[src/rtl/alu_pkg.sv]
// Shared opcode, saturation and FIFO-entry definitions for the ALU result capture path.
package alu_pkg;
  localparam logic [2:0] OP_NOT = 3'b000;
  localparam logic [2:0] OP_AND = 3'b001;
  localparam logic [2:0] OP_XOR = 3'b010;
  localparam logic [2:0] OP_OR  = 3'b011;
  localparam logic [2:0] OP_DEC = 3'b100;
  localparam logic [2:0] OP_ADD = 3'b101;
  localparam logic [2:0] OP_SUB = 3'b110;
  localparam logic [2:0] OP_INC = 3'b111;

  localparam logic [31:0] SAT_POS = 32'h7FFF_FFFF;
  localparam logic [31:0] SAT_NEG = 32'h8000_0000;

  localparam int ENTRY_W = 36;

  typedef struct packed {
    logic [2:0]  sel;
    logic        ovf;
    logic [31:0] f;
  } entry_t;

  // Only add and subtract can overflow in a meaningful way.
  function automatic logic qualify_ovf(input logic [2:0] sel, input logic ovf);
    return ovf && (sel == OP_ADD || sel == OP_SUB);
  endfunction
endpackage

[src/rtl/alu_res_ram.sv]
// Register-array storage for the result FIFO: synchronous write, asynchronous read.
module alu_res_ram
  import alu_pkg::*;
#(
  parameter int DEPTH = 8,
  parameter int AW    = $clog2(DEPTH)
) (
  input  logic               clk,
  input  logic               we,
  input  logic [AW-1:0]      waddr,
  input  logic [ENTRY_W-1:0] wdata,
  input  logic [AW-1:0]      raddr,
  output logic [ENTRY_W-1:0] rdata
);
  logic [ENTRY_W-1:0] mem_q [DEPTH];

  for (genvar gi = 0; gi < DEPTH; gi++) begin : g_row
    always_ff @(posedge clk) begin
      if (we && waddr == AW'(gi)) begin
        mem_q[gi] <= wdata;
      end
    end
  end

  assign rdata = mem_q[raddr];
endmodule

[src/rtl/alu_result_fifo.sv]
// ALU result capture FIFO with sticky/counted overflow and drop statistics.
// Define ALU_RESULT_SAT_EN to store saturated results for overflowing add/sub.
module alu_result_fifo
  import alu_pkg::*;
#(
  parameter int DEPTH  = 8,
  parameter int CNT_W  = 16,
  parameter int DROP_W = 8,
  localparam int AW    = $clog2(DEPTH),
  localparam int CW    = $clog2(DEPTH) + 1
) (
  input  logic              clk,
  input  logic              rst,
  input  logic              in_valid,
  input  logic [2:0]        in_sel,
  input  logic [31:0]       in_f,
  input  logic              in_ovf,
  output logic              out_valid,
  input  logic              out_ready,
  output logic [2:0]        out_sel,
  output logic [31:0]       out_f,
  output logic              out_ovf,
  output logic              full,
  output logic [CW-1:0]     count,
  output logic              ovf_sticky,
  input  logic              clr_sticky,
  output logic [CNT_W-1:0]  ovf_cnt,
  output logic [DROP_W-1:0] drop_cnt
);
  logic [AW-1:0]     wr_ptr_q, wr_ptr_d, rd_ptr_q, rd_ptr_d;
  logic [CW-1:0]     count_q, count_d;
  logic              sticky_q, sticky_d;
  logic [CNT_W-1:0]  ovf_cnt_q, ovf_cnt_d;
  logic [DROP_W-1:0] drop_cnt_q, drop_cnt_d;

  logic   push, pop, ovf_qual;
  entry_t wr_entry, rd_entry;

  assign full      = (count_q == CW'(DEPTH));
  assign out_valid = (count_q != '0);
  assign push      = in_valid && !full;
  assign pop       = out_valid && out_ready;
  assign ovf_qual  = qualify_ovf(in_sel, in_ovf);

  always_comb begin
    wr_entry.sel = in_sel;
    wr_entry.ovf = ovf_qual;
`ifdef ALU_RESULT_SAT_EN
    // A set sign bit after signed overflow means the true result was positive.
    wr_entry.f = ovf_qual ? (in_f[31] ? SAT_POS : SAT_NEG) : in_f;
`else
    wr_entry.f = in_f;
`endif
  end

  alu_res_ram #(.DEPTH(DEPTH)) u_ram (
    .clk   (clk),
    .we    (push),
    .waddr (wr_ptr_q),
    .wdata (wr_entry),
    .raddr (rd_ptr_q),
    .rdata (rd_entry)
  );

  always_comb begin
    wr_ptr_d   = push ? wr_ptr_q + AW'(1) : wr_ptr_q;
    rd_ptr_d   = pop ? rd_ptr_q + AW'(1) : rd_ptr_q;
    count_d    = count_q;
    if (push && !pop) count_d = count_q + CW'(1);
    else if (!push && pop) count_d = count_q - CW'(1);
    // Set beats clear when both happen together.
    sticky_d   = (push && ovf_qual) ? 1'b1 : (clr_sticky ? 1'b0 : sticky_q);
    ovf_cnt_d  = ovf_cnt_q;
    if (push && ovf_qual && ovf_cnt_q != '1) ovf_cnt_d = ovf_cnt_q + CNT_W'(1);
    drop_cnt_d = drop_cnt_q;
    if (in_valid && full && drop_cnt_q != '1) drop_cnt_d = drop_cnt_q + DROP_W'(1);
  end

  always_ff @(posedge clk) begin
    if (rst) begin
      wr_ptr_q   <= '0;
      rd_ptr_q   <= '0;
      count_q    <= '0;
      sticky_q   <= 1'b0;
      ovf_cnt_q  <= '0;
      drop_cnt_q <= '0;
    end else begin
      wr_ptr_q   <= wr_ptr_d;
      rd_ptr_q   <= rd_ptr_d;
      count_q    <= count_d;
      sticky_q   <= sticky_d;
      ovf_cnt_q  <= ovf_cnt_d;
      drop_cnt_q <= drop_cnt_d;
    end
  end

  assign count      = count_q;
  assign ovf_sticky = sticky_q;
  assign ovf_cnt    = ovf_cnt_q;
  assign drop_cnt   = drop_cnt_q;
  assign out_sel    = out_valid ? rd_entry.sel : 3'b000;
  assign out_ovf    = out_valid ? rd_entry.ovf : 1'b0;
  assign out_f      = out_valid ? rd_entry.f : 32'h0;
endmodule

[config.mk]
export PLATFORM = sky130hd
export DESIGN_NAME = alu_result_fifo
export DESIGN_NICKNAME = d
export VERILOG_FILES = /design/src/rtl/alu_pkg.sv /design/src/rtl/alu_res_ram.sv /design/src/rtl/alu_result_fifo.sv
export SDC_FILE = /design/constraint.sdc
export NUM_CORES = 1
export LEC_CHECK = 0
export CAP_MARGIN = 10
export CORE_MARGIN = 8
export CORE_UTILIZATION = 52
export CTS_BUF_LIST = sky130_fd_sc_hd__clkbuf_4 sky130_fd_sc_hd__clkbuf_8 sky130_fd_sc_hd__clkbuf_16
export CTS_CLUSTER_DIAMETER = 150
export DETAILED_ROUTE_END_ITERATION = 8
export PLACE_DENSITY = 0.82
export SETUP_SLACK_MARGIN = 0.2
export SLEW_MARGIN = 40
export SYNTH_ARGS = -nofsm -noshare
export SYNTH_HDL_FRONTEND = slang
export SYNTH_SLANG_ARGS = --single-unit
[constraint.sdc]
create_clock -name clk -period 2.6 [get_ports clk]
set_clock_uncertainty 0.1 [all_clocks]
set_input_delay 0.52 -clock clk [delete_from_list [all_inputs] [get_ports clk]]
set_output_delay 0.52 -clock clk [all_outputs]
set_load 0.05 [all_outputs]
### After elaboration in Yosys (flattened, before gate mapping)

Memory sizes are Yosys's and may differ from the RTL's. A register that Yosys moved wholly into a read port is not among the register bits.
Cells that the tools add are included.

| storage, ports and cells | value |
|---|---|
| logic and storage cells | 103 |
| memory bits (writable) | 288 |
| bits of input ports | 41 |
| memories | 1 |
| register bits after elaboration | 35 |

| cells by class | value |
|---|---|
| add/sub/neg operators | 6 |
| reductions and logical operators | 32 |
| multiplexer cells | 46 |
| equal/unequal tests | 12 |

Memory list:

| name | words | bits a word | rd ports | clocked after memory_dff | wr ports | RTL line | RTL |
|---|---|---|---|---|---|---|---|
| u_ram.mem_q | 8 | 36 | 1 | 1 | 1 | alu_res_ram.sv:15 | `logic [ENTRY_W-1:0] mem_q [DEPTH];` |

Operators by type and width:

| operator | number |
|---|---|
| 2-to-1 mux 36 bit | 7 |
| OR reduction 36 bit | 7 |
| 2-to-1 mux 32 bit | 1 |
| 2-to-1 mux 3 bit | 10 |
| 2-to-1 mux 1 bit | 26 |
| equality test 3 bit (second input constant) | 6 |
| logical AND 1 bit | 17 |
| adder 16 x 1 -> 16 bit (second input constant) | 1 |
| != test 16 bit (second input constant) | 1 |
| adder 8 x 1 -> 8 bit (second input constant) | 1 |
| 2-to-1 mux 4 bit | 2 |
| != test 8 bit (second input constant) | 1 |
| adder 3 x 1 -> 3 bit (second input constant) | 2 |
| equality test 3 x 2 -> 1 bit (second input constant) | 2 |
| adder 4 x 1 -> 4 bit (second input constant) | 1 |
| equality test 4 bit (second input constant) | 1 |
| nonzero test 2 bit | 2 |
| nonzero test 4 bit | 1 |
| subtractor 4 x 1 -> 4 bit (second input constant) | 1 |
| equality test 3 x 1 -> 1 bit (second input constant) | 1 |
| zero test 1 bit | 3 |
| zero test 3 bit | 1 |
| logical OR 1 bit | 1 |

### Longest topological paths before layout

Gate-level depths: netlist of run 1.

| depth | value |
|---|---|
| depth after elaboration | 14 |
| gate-level depth with buffers | 12 |
| mapped depth without buffers | 11 |

### Cells and area by module

From an unflattened synthesis of run 1, not the netlist that was laid out.

| second synthesis, totals | value |
|---|---|
| cells, all modules | 686 |
| area, all modules | 13,302.8 um2 |

Modules (own cells, without submodules):

| module | area an instance (um2) | cells each | instances |
|---|---|---|---|
| alu_res_ram | 11,141.9 | 429 | 1 |
| alu_result_fifo | 2,160.8 | 257 | 1 |

### Worst setup path before layout of run 1

OpenSTA, ideal clock, no wires.

| timing path | value |
|---|---|
| path kind | flip-flop to flip-flop |
| start point | reg count_q[3], in the netlist count[3] |
| end point | reg count_q[3], in the netlist count[3] |
| required time | 2.429 ns |
| cell stages (with the launch flop) | 13 |
| path slack | -0.965 ns |
| arrival time | 3.395 ns |
| library setup time | 0.071 ns |
| clock period less this slack | 3.565 ns |
| path buffers | 1 |
| cells stage by stage | dfxtp_1 nor4b_4 nand2b_1 inv_1 clkbuf_1 ha_1 inv_1 ha_1 a21o_1 a21oi_1 xnor2_1 or3_1 a21oi_1 |

| on the way | value |
|---|---|
| cells in the longest elaborated chain, start to end | 6 |
| elaborated cells on any way between the ends | 14 |

RTL lines:

| what | RTL line | RTL |
|---|---|---|
| from (decl) | alu_result_fifo.sv:31 | `logic [CW-1:0] count_q, count_d;` |
| from (signal assigned) | alu_result_fifo.sv:90 | `count_q <= count_d;` |
| equality test 4 bit (*) | alu_result_fifo.sv:39 | `assign full = (count_q == CW'(DEPTH));` |
| net full | alu_result_fifo.sv:23 | `output logic full,` |
| zero test 1 bit (*) | alu_result_fifo.sv:41 | `assign push = in_valid && !full;` |
| logical AND 1 bit (*) | alu_result_fifo.sv:41 |  |
| net push | alu_result_fifo.sv:36 | `logic push, pop, ovf_qual;` |
| zero test 1 bit | alu_result_fifo.sv:70 | `else if (!push && pop) count_d = count_q - CW'(1);` |
| logical AND 1 bit | alu_result_fifo.sv:70 |  |
| nonzero test 2 bit (no source line) | -- |  |

Mark *: on every way through the listed nets, which the timed path passes. The rest lies on a longest branch. The select of a mux whose other input is x is not followed.
A chain may end at the register's enable or synchronous reset.

==> results of run 1 <==
==> placed cells by master, fill, tap and decap left out, types with 7 or more instances in the layout <==
cell / n
clkbuf_16: 35
nor4_1: 7
a21oi_1: 10
dlygate4sd2_1: 15
nand2_1: 12
clkdlybuf4s50_1: 47
buf_6: 24
buf_12: 35
nor2_1: 36
nand3_1: 8
buf_4: 22
mux2i_2: 13
ha_1: 10
clkinv_1: 9
mux4_2: 72
edfxtp_1: 288
nor3_1: 7
nor2_2: 32
buf_16: 10
dlymetal6s2s_1: 7
nand4_1: 8
dfxtp_1: 31
xnor2_1: 16
mux2i_1: 25
==> through the flow <==
stage / setup TNS, ns / util (%) / setup WS (ns) / total power, mW
after floorplan: -0.789 / - / -0.458 / 10.2
after global placement: 0 / 61.2 / 0.00353 / 12.1
after detailed placement: -0.0162 / 61.2 / -0.0162 / 12.2
after CTS: -7.15 / 67.7 / -0.242 / 17.9
after global routing: -9.42 / 68.0 / -0.350 / 18.5
final: -6.78 / 68.0 / -0.273 / 17.9
==> what timing repair did <==
item                                    CTS  global route
gates resized for setup                  65            14
buffers inserted                          6             1
endpoints found under the setup margin   51            44
pin swaps                                 3            17
hold buffers                              0             0
cloned                                    9             1
==> metal layers <==
| layer | up-vias | global-route usage (%) | share of wire (%) |
|---|---|---|---|
| li1 | 3027 | - | - |
| met1 | 3482 | 23.3 | 40 |
| met2 | 255 | 31.8 | 51 |
| met3 | 45 | 4.42 | 6.7 |
| met4 | 0 | 5.46 | 2.1 |
| met5 | - | 0 | 0 |
==> state kept, by name (all words and copies together), names as in the netlist, named ones only <==
register and count:
wr_ptr_q 3, u_ram.mem_q 288, rd_ptr_q 3, ovf_sticky 1, drop_cnt 8, ovf_cnt 16, count 4
==> power groups by stage <==
stage / logic (mW) / registers, mW / clock network, mW
2_1_floorplan: 3.76 / 6.40 / 0
3_3_place_gp: 5.71 / 6.38 / 0
3_5_place_dp: 5.76 / 6.41 / 0
4_1_cts: 6.83 / 6.30 / 4.73
5_1_grt: 7.21 / 6.35 / 4.96
6_report: 6.88 / 6.32 / 4.69
==> logic make-up (layout without fill, tap and decap cells) <==
family / Yosys count / count (layout) / share of synthesized area, %
DFF: 326 / 326 / 73.7
and+or+nand+nor: 138 / 138 / 5.33
muxes: 111 / 111 / 15.8
buffers and inverters: 38 / 229 / 1.20
AOI/OAI and AO/OA: 23 / 23 / 1.19
xor gates and xnor gates: 22 / 22 / 1.51
adders and majority gates: 13 / 13 / 1.33
==> cell type report <==
class                           count  area, um^2
Clock buffer                       39         888
Clock inverter                     20         185
Fill cell                        1469        7750
Inverter                            8        35.0
Multi-Input combinational cell    307        3410
Sequential cell                   326        9430
Tap cell                          324         405
Timing Repair Buffer              162        2140
==> worst paths after layout <==
| path | from | end | depth (start not counted) |
|---|---|---|---|
| max reg2reg | count[1] | count[3] | 11 |
| min reg2reg | ovf_sticky | ovf_sticky | 2 |
| min | ovf_sticky | ovf_sticky | 2 |
| max | flip-flop | out_f[24] | 7 |
==> critical path, cell delays in order (launching register included) <==
cell     delay, ns
dfxtp_4       0.38
buf_12        0.12
buf_12        0.14
buf_16        0.14
mux4_2        0.52
mux2i_2       0.21
nor2_2        0.05
buf_6         0.17
==> run summary, run 1 <==
status - finished with violations
failing checks - setup timing
# DRC - 0
Max transition margin - 64.5%
synth unique cells - 39
Tcrit/Tclk final - 110%
synthesis-to-finish area growth - 29.2%
Seq/Total Area, Yosys - 73.7%
Root Driver - clkbuf_16
top cells by count, synth - edfxtp_1 (288), mux4_2 (72), nor2_1 (68)
Cells after Synth - 671
antenna cells - 0
crit-path max FO - 5
Clk pin slew, worst setup/hold paths - 0.06 ns
post-route minimum period - 2.87 ns
DRT iter0 DRCs - 467
mapped cell area - 12800 um^2
post-synth net total - 725
Worst Setup Path Type - reg2out
core box area - 24200 um^2
EDFF count, synth - 288
TritonRoute pass-1 iters - 4
final cell count without fillers - 1186
Syn Area/Cell - 19.0 um^2
maximum clock path buffer count - 3
Via density - 5.74
final wirelength - 28.5 mm
CTS tree - done
Power Dens Cells - 1080 nW/um^2
switching power of the nets - 5.79 mW
Synth area leader - edfxtp_1
Final WS setup - -0.273 ns
switch share - 32.3%
DR WL/cell - 24.0 um
Placer Congestion - 0.780
most common cell in the netlist - edfxtp_1
slew of the pin with the lowest slew margin - 0.530 ns
Final Instance Area - 16500 um^2
Crit. End Element - output pin
CTS Buf Count - 34
# IOs - 108
RSZ-0062 raised after global routing - yes
final hold slack - 0.377 ns
Final nets - 893
vias in the first global route - 7240
total gr overflow - 0
die area - 29800 um^2
antenna-violating nets left - 0
top cell type's share of synthesized area - 67.7%
sequential share of power - 35.3%
share of cells above drive strength 1 - 33.6%
Fmax - 348 MHz
DP HPWL - 15.1 mm
Min-Delay Path Class - reg2reg
VDD IR max - 0.000685 V
FFs w/ async S/R, synth - 0%
Pint - 12.1 mW
count of final hold-check violations - 0
CP arrival - 2.25 ns
Slew Limit Fails - 0
Clock Sinks - 326
initial core utilization - 52.7%
I/O Buffers - 107
synth warn - 0
first-pass GRT wire length - 42.8 mm
Main synth FF type - edfxtp_1
vias post-DR - 6809
Skew-Pair Late Insertion Delay - 0.50 ns
critical path required time - 1.98 ns
H-tree depth - 2
Leakage - 5.54 nW
synthesis-stage register bit count - 326
initial antenna violation count - 0
combinational power share - 38.5%
top cells by area, synth - edfxtp_1 (68%), mux4_2 (13%), dfxtp_1 (6.0%)
Total GRT Usage - 18.6%
max_cap viols - 0
final setup vio count - 36
r2r setup slk - 0.31 ns
die width - 173 um
Die Ht - 173 um
Clock power frac - 26.2%
Startpoint Class - flip-flop
placed cell area - 14800 um^2
FP Rows - 57
Inst Count DP - 1110
maximum number of pins on one net before global-route repair - 41
Power figures use the tool's default switching activity.
==> inputs of run 2 (changes only) <==
--- a/config.mk
+++ b/config.mk
@@ -6,12 +6,14 @@
 export NUM_CORES = 1
 export LEC_CHECK = 0
 export CAP_MARGIN = 10
-export CORE_MARGIN = 8
+export CORE_MARGIN = 2
 export CORE_UTILIZATION = 52
 export CTS_BUF_LIST = sky130_fd_sc_hd__clkbuf_4 sky130_fd_sc_hd__clkbuf_8 sky130_fd_sc_hd__clkbuf_16
 export CTS_CLUSTER_DIAMETER = 150
 export DETAILED_ROUTE_END_ITERATION = 8
+export GPL_TIMING_DRIVEN = 0
 export PLACE_DENSITY = 0.82
+export REMOVE_ABC_BUFFERS = 1
 export SETUP_SLACK_MARGIN = 0.2
 export SLEW_MARGIN = 40
 export SYNTH_ARGS = -nofsm -noshare
==> run 2 against run 1 <==
Net effect: the flow still finishes with violations (setup timing); first-iteration DRC count grew 9.9%; cell area shrank 1.3%; sequential power is essentially flat; worst setup slack gained 0.0025 ns; flip-flop and latch count is the same; maximum frequency is essentially flat; highest routed layer unchanged; sequential share of layout area grew 0.76 points; register-to-register slack lost 0.25 ns.
==> run summary, run 2 (same netlist as run 1, synthesis figures left out) <==
sequential share of power - 36.1% (+0.8 points)
Pint - 11.9 mW (-2.0%)
Fillers - 1573 (+7.1%)
Clock power frac - 26.5% (+0.3 points)
post-route minimum period - 2.87 ns (-0.00250 ns)
register name with the most flops - u_ram.mem_q
Power Dens Cells - 1070 nW/um^2 (-0.95%)
H-tree depth - 2 (unchanged)
Leakage - 5.51 nW (-0.60%)
VDD IR max - 0.000679 V (-0.89%)
RSZ-0062 raised after global routing - yes
# DRC - 0 (unchanged)
Die Ht - 161 um (-6.9%)
combinational power share - 37.4% (-1.1 points)
count of final hold-check violations - 0 (unchanged)
CP peak stage delay - 0.56 ns (+0.04 ns)
critical path required time - 1.98 ns (about the same)
die width - 161 um (-6.9%)
setup TNS - -6.92 ns (-0.138 ns)
first-pass GRT wire length - 42.2 mm (-1.5%)
final wirelength - 28.0 mm (-1.6%)
most common cell after layout, fill and taps aside - edfxtp_1
maximum clock path buffer count - 3 (unchanged)
Final nets - 898 (+0.56%)
share of cells above drive strength 1 - 31.0% (-2.6 points)
slew of the pin with the lowest slew margin - 0.698 ns (+0.168 ns)
Clk pin slew, worst setup/hold paths - 0.06 ns (about the same)
die area - 25800 um^2 (-13%)
antenna-violating nets left - 0 (unchanged)
CP Cell Sequence - buf_12, buf_16, mux4_2, mux2i_1, nor2_1, buf_6
Placer Congestion - 0.785 (+0.60%)
DRT iter0 DRCs - 513 (+9.9%)
Clock Sinks - 326 (unchanged)
CP arrival - 2.25 ns (about the same)
family with the most delay on the worst path - multiplexers
switch share - 32.1% (-0.20 points)
slowest CP cell - mux4_2
Bufs and invs on worst path - 3 (-1)
initial antenna violation count - 0 (unchanged)
# IOs - 108 (unchanged)
status - finished with violations
FP Rows - 57 (unchanged)
I/O Buffers - 107 (unchanged)
crit-path max FO - 7 (+2)
Fmax - 348 MHz (about the same)
Crit. End Element - output pin
Via density - 5.78 (+0.75%)
Worst Setup Path Type - reg2out
core box area - 24200 um^2 (unchanged)
initial core utilization - 52.7% (unchanged)
failing checks - setup timing
vias post-DR - 6889 (+1.2%)
switching power of the nets - 5.62 mW (-2.9%)
DR WL/cell - 23.5 um (-2.0%)
CTS Hold Bufs - 0 (unchanged)
synthesis-to-finish area growth - 27.4%
Final WS setup - -0.270 ns (+0.00250 ns)
Max transition margin - 53.5% (-11 points)
Startpoint Class - flip-flop
max_cap viols - 0 (unchanged)
Tcrit/Tclk final - 110% (about the same)
vias in the first global route - 7169 (-0.98%)
Slew Limit Fails - 0 (unchanged)
highest-count cells in the layout ignoring fill and taps - edfxtp_1 (288), mux4_2 (72), nor2_1 (65)
antenna cells - 0 (unchanged)
Total GRT Usage - 21.8% (+3.2 points)
Skew-Pair Late Insertion Delay - 0.51 ns (about the same)
total gr overflow - 0 (unchanged)
DP HPWL - 14.8 mm (-1.7%)
Root Driver - clkbuf_16
Min-Delay Path Class - reg2reg
dpl ws - -0.855 ns (-0.839 ns)
final setup vio count - 36 (unchanged)
CTS Buf Count - 34 (unchanged)
TritonRoute pass-1 iters - 5 (+1)
maximum number of pins on one net before global-route repair - 39 (-4.9%)
max reg flops - 288 (unchanged)
CTS tree - done
run 2: changes by cell type in the layout (fill, tap and decap cells not counted), moves of 4 or more:
cell / before / now
clkbuf_4: 5 / 13
and3_2: 6 / 0
clkinv_1: 9 / 3
mux2i_2: 13 / 7
nor2_1: 36 / 65
buf_12: 35 / 20
and3_4: 0 / 6
buf_6: 24 / 44
nor2_2: 32 / 3
buf_16: 10 / 6
mux2i_1: 25 / 32
run 2: routing by layer:
layer / GRT usage [%] / wire, um / vias up / part of all wire, %
met5: 0 / 0 / - / 0
met4: 5.68 / 518 / 0 / 1.8
li1: - / - / 3028 / -
met3: 3.72 / 1810 / 37 / 6.5
met1: 29.6 / 11300 / 3545 / 40
met2: 37.2 / 14400 / 279 / 51
run 2: final timing paths:
kind / from / endpoint / slack [ns] / depth (start not counted)
setup / recovery: flip-flop / out_f[27] / -0.27 / 6
hold / removal: rd_ptr_q[1] / flip-flop / 0.38 / 2
setup reg to reg: count[1] / count[3] / 0.06 / 12
hold reg to reg: rd_ptr_q[1] / flip-flop / 0.38 / 2
run 2: cell type report:
class / instances / area (um^2) / area share, %
sequential: 326 / 9430 / 58.0
multi-input combinational: 307 / 3360 / 20.6
clock inverter: 11 / 88.8 / 0.546
timing repair buffer: 167 / 1980 / 12.2
tap: 324 / 405 / 2.49
clock buffer: 48 / 973 / 5.98
inverter: 8 / 36.3 / 0.223
run 2: what timing repair did:
action                                 CTS  global route
gates resized for setup                299            24
buffers inserted                        23            14
pin swaps                                7             4
endpoints found under the hold margin    0             0
setup endpoints to repair              115            49
cloned                                   4             1
run 2: tightest hold or removal path, cell delays in order (launching register included):
cell     delay [ns]
dfxtp_1        0.31
nand2_1        0.05
a21oi_1        0.07
run 2: stage by stage:
step           utilization, %  instances  cell area [um^2]  hold slack [ns]  total power, mW
2_1_floorplan               -        641             12600            0.347             9.93
3_3_place_gp             58.2       1072             14100            0.358             10.4
3_5_place_dp             59.7       1090             14500            0.370             11.6
4_1_cts                  66.1       1176             16000            0.378             17.2
5_1_grt                  67.1       1191             16300            0.393             18.1
6_report                 67.1       1191             16300            0.376             17.5
run 2: power by group through the flow:
stage               Sequential, mW  Combinational [mW]  Clock (mW)
floorplan                     6.71                3.22           0
global placement              6.64                3.72           0
detailed placement            6.53                5.10           0
CTS                           6.31                6.21        4.67
global route                  6.34                6.86        4.89
finish                        6.31                6.54        4.63
==> inputs of run 3 (changes only) <==
--- a/config.mk
+++ b/config.mk
@@ -5,6 +5,7 @@
 export SDC_FILE = /design/constraint.sdc
 export NUM_CORES = 1
 export LEC_CHECK = 0
+export ABC_AREA = 1
 export CAP_MARGIN = 10
 export CORE_MARGIN = 2
 export CORE_UTILIZATION = 52
@@ -12,7 +13,7 @@
 export CTS_CLUSTER_DIAMETER = 150
 export DETAILED_ROUTE_END_ITERATION = 8
 export GPL_TIMING_DRIVEN = 0
-export PLACE_DENSITY = 0.82
+export PLACE_DENSITY = 0.81
 export REMOVE_ABC_BUFFERS = 1
 export SETUP_SLACK_MARGIN = 0.2
 export SLEW_MARGIN = 40
==> run 3 against run 2 <==
Net effect: the flow still finishes with violations (setup timing); final cell count increased by 45%; critical path depth is 2 higher; combinational power increased by 24%; sequential power down 0.8%; routed wire length rose by 38%; core utilization grew 0.92 points; area after synthesis grew 5.9%; sequential share of layout area down 4.2 points; synthesized cell count grew 76%.
==> run summary, run 3 <==
top cells by area, synth - edfxtp_1 (64%), nor2_1 (8.7%), dfxtp_1 (5.6%)
synthesis-stage register bit count - 326 (unchanged)
Min-Delay Path Class - reg2reg
FP Rows - 59 (+3.5%)
CP peak stage delay - 0.41 ns (-0.15 ns)
max reg flops - 288 (unchanged)
Clk pin slew, worst setup/hold paths - 0.06 ns (about the same)
dpl ws - -0.867 ns (-0.0111 ns)
Main synth FF type - edfxtp_1
VDD IR max - 0.00110 V (+62%)
die width - 165 um (+2.8%)
initial antenna violation count - 2 (+2)
Crit. End Element - output pin
I/O Buffers - 107 (unchanged)
initial core utilization - 52.5% (-0.18 points)
Total Power - 19.2 mW (+9.6%)
CTS tree - done
H-tree depth - 2 (unchanged)
most common cell in the netlist - nor2_1
DRT iter0 DRCs - 1249 (+140%)
Syn Area/Cell - 11.4 um^2 (-40%)
final setup vio count - 36 (unchanged)
Final nets - 1417 (+58%)
top cell type's share of synthesized area - 64.0% (-3.8 points)
Root Driver - clkbuf_16
mapped cell area - 13500 um^2 (+5.9%)
maximum clock path buffer count - 3 (unchanged)
Via density - 5.98 (+3.4%)
total gr overflow - 0 (unchanged)
family with the most delay on the worst path - buffers and inverters
vias in the first global route - 10000 (+40%)
slew of the pin with the lowest slew margin - 0.731 ns (+0.0331 ns)
CP Cell Sequence - buf_6, clkbuf_16, inv_8, o21ai_0, o22ai_1, nor2_1, nor2_1, buf_6
Total GRT Usage - 27.2% (+5.5 points)
Die Ht - 165 um (+2.8%)
antenna-violating nets left - 0 (unchanged)
Bufs and invs on worst path - 4 (+1)
Synth area leader - edfxtp_1
Slew Limit Fails - 0 (unchanged)
Leakage - 6.63 nW (+20%)
Final WS setup - -0.214 ns (+0.0567 ns)
synthesis-to-finish area growth - 29.6%
core box area - 25800 um^2 (+6.2%)
final hold slack - 0.374 ns (-0.00241 ns)
register name with the most flops - u_ram.mem_q
share of cells above drive strength 1 - 19.4% (-12 points)
Cells after Synth - 1184 (+76%)
most common cell after layout, fill and taps aside - edfxtp_1
crit-path max FO - 18 (+11)
synth unique cells - 34 (-13%)
status - finished with violations
max_cap viols - 0 (unchanged)
# DRC - 0 (unchanged)
maximum number of pins on one net before global-route repair - 37 (-5.1%)
vias post-DR - 10300 (+49%)
final wirelength - 38.7 mm (+38%)
DR WL/cell - 22.5 um (-4.4%)
Fmax - 355 MHz (+2.0%)
synth warn - 0 (unchanged)
count of final hold-check violations - 0 (unchanged)
Startpoint Class - flip-flop
Skew-Pair Late Insertion Delay - 0.52 ns (about the same)
highest-count cells in the layout ignoring fill and taps - edfxtp_1 (288), nor2_1 (275), nand2_1 (129)
post-route minimum period - 2.81 ns (-0.0567 ns)
# IOs - 108 (unchanged)
Tcrit/Tclk final - 108% (-2.2 points)
CTS Hold Bufs - 0 (unchanged)
RSZ-0062 raised after global routing - yes
Worst Setup Path Type - reg2out
FFs w/ async S/R, synth - 0% (unchanged)
failing checks - setup timing
Core Util, Final - 68.0% (+0.92 points)
die area - 27300 um^2 (+5.7%)
slowest CP cell - dfxtp_4
critical path required time - 1.98 ns (about the same)
first-pass GRT wire length - 55.5 mm (+32%)
CP arrival - 2.19 ns (-0.06 ns)
DP HPWL - 18.7 mm (+27%)
Max transition margin - 51.2% (-2.3 points)
Power Dens Cells - 1090 nW/um^2 (+1.7%)
CTS Buf Count - 34 (unchanged)
setup TNS - -3.24 ns (+3.68 ns)
Seq/Total Area, Yosys - 69.6% (-4.1 points)
Placer Congestion - 0.761 (-3.0%)
TritonRoute pass-1 iters - 7 (+2)
top cells by count, synth - nor2_1 (314), edfxtp_1 (288), o21ai_0 (132)
Clock Sinks - 326 (unchanged)
EDFF count, synth - 288 (unchanged)
run 3: changes by cell type in the layout (fill, tap and decap cells not counted), sizes merged, moves of 6 or more:
cell,previous run,this run
xnor2,16,3
o211ai,1,36
o22ai,0,36
mux2i,39,0
buf,97,124
xor2,6,14
and3,7,1
nand2,13,134
nor2,68,318
clkinv,6,16
inv,9,46
mux4,72,0
nor4,8,0
o21ai,5,156
run 3: final cells by class:
type,count,area (um^2)
antenna,1,2.50
clock inverter,15,143
sequential,326,9430
timing repair buffer,201,2440
tap,335,419
fill,1699,8240
timing repair inverter,5,108
multi-input combinational,751,3840
inverter,44,208
clock buffer,44,943
run 3: routing by layer:
metal	vias to the layer above	part of all wire, %	GRT usage, %
li1	4516	-	-
met1	4973	36	34.1
met2	685	49	46.1
met3	123	11	6.52
met4	2	4.1	10.4
met5	-	0.021	0
run 3: timing repair:
| action | 4_1_cts | 5_1_grt |
|---|---|---|
| pin swaps | 21 | 28 |
| setup endpoints to repair | 55 | 59 |
| setup buffers | 20 | 5 |
| gates cloned | 16 | 6 |
| resized for setup | 358 | 71 |
run 3: per-stage QoR:
stage | area, um^2 | instances
floorplan | 13100 | 1120
global placement | 14600 | 1562
detailed placement | 15300 | 1615
CTS | 17200 | 1710
global route | 17500 | 1722
finish | 17500 | 1722
run 3: worst paths after layout:
kind              start                 end  slack (ns)  cells after the start
max reg2reg    count[3]  u_ram.mem_q[0][12]        0.28                      9
max           flip-flop           out_f[11]       -0.21                      8
min          ovf_sticky          ovf_sticky        0.37                      2
min reg2reg  ovf_sticky          ovf_sticky        0.37                      2
run 3: report_power, final:
group	internal [mW]	switching [mW]	leakage, nW
registers	6.06	0.198	2.93
logic	2.97	5.16	3.16
clock network	2.78	1.98	0.542
run 3: tightest hold or removal path, cell delays in order (launching register included):
cell and delay, ns:
dfxtp_1 0.31, nand2_1 0.06, a21oi_1 0.06
run 3: cell families after synthesis:
group	Yosys count	synth area share, %
AO/OA/AOI/OAI	243	9.99
XOR/XNOR	17	1.10
adder cells (fa/ha/maj)	13	1.26
buffers and inverters	108	4.06
flip-flops	326	69.6
AND/OR/NAND/NOR	477	14.0
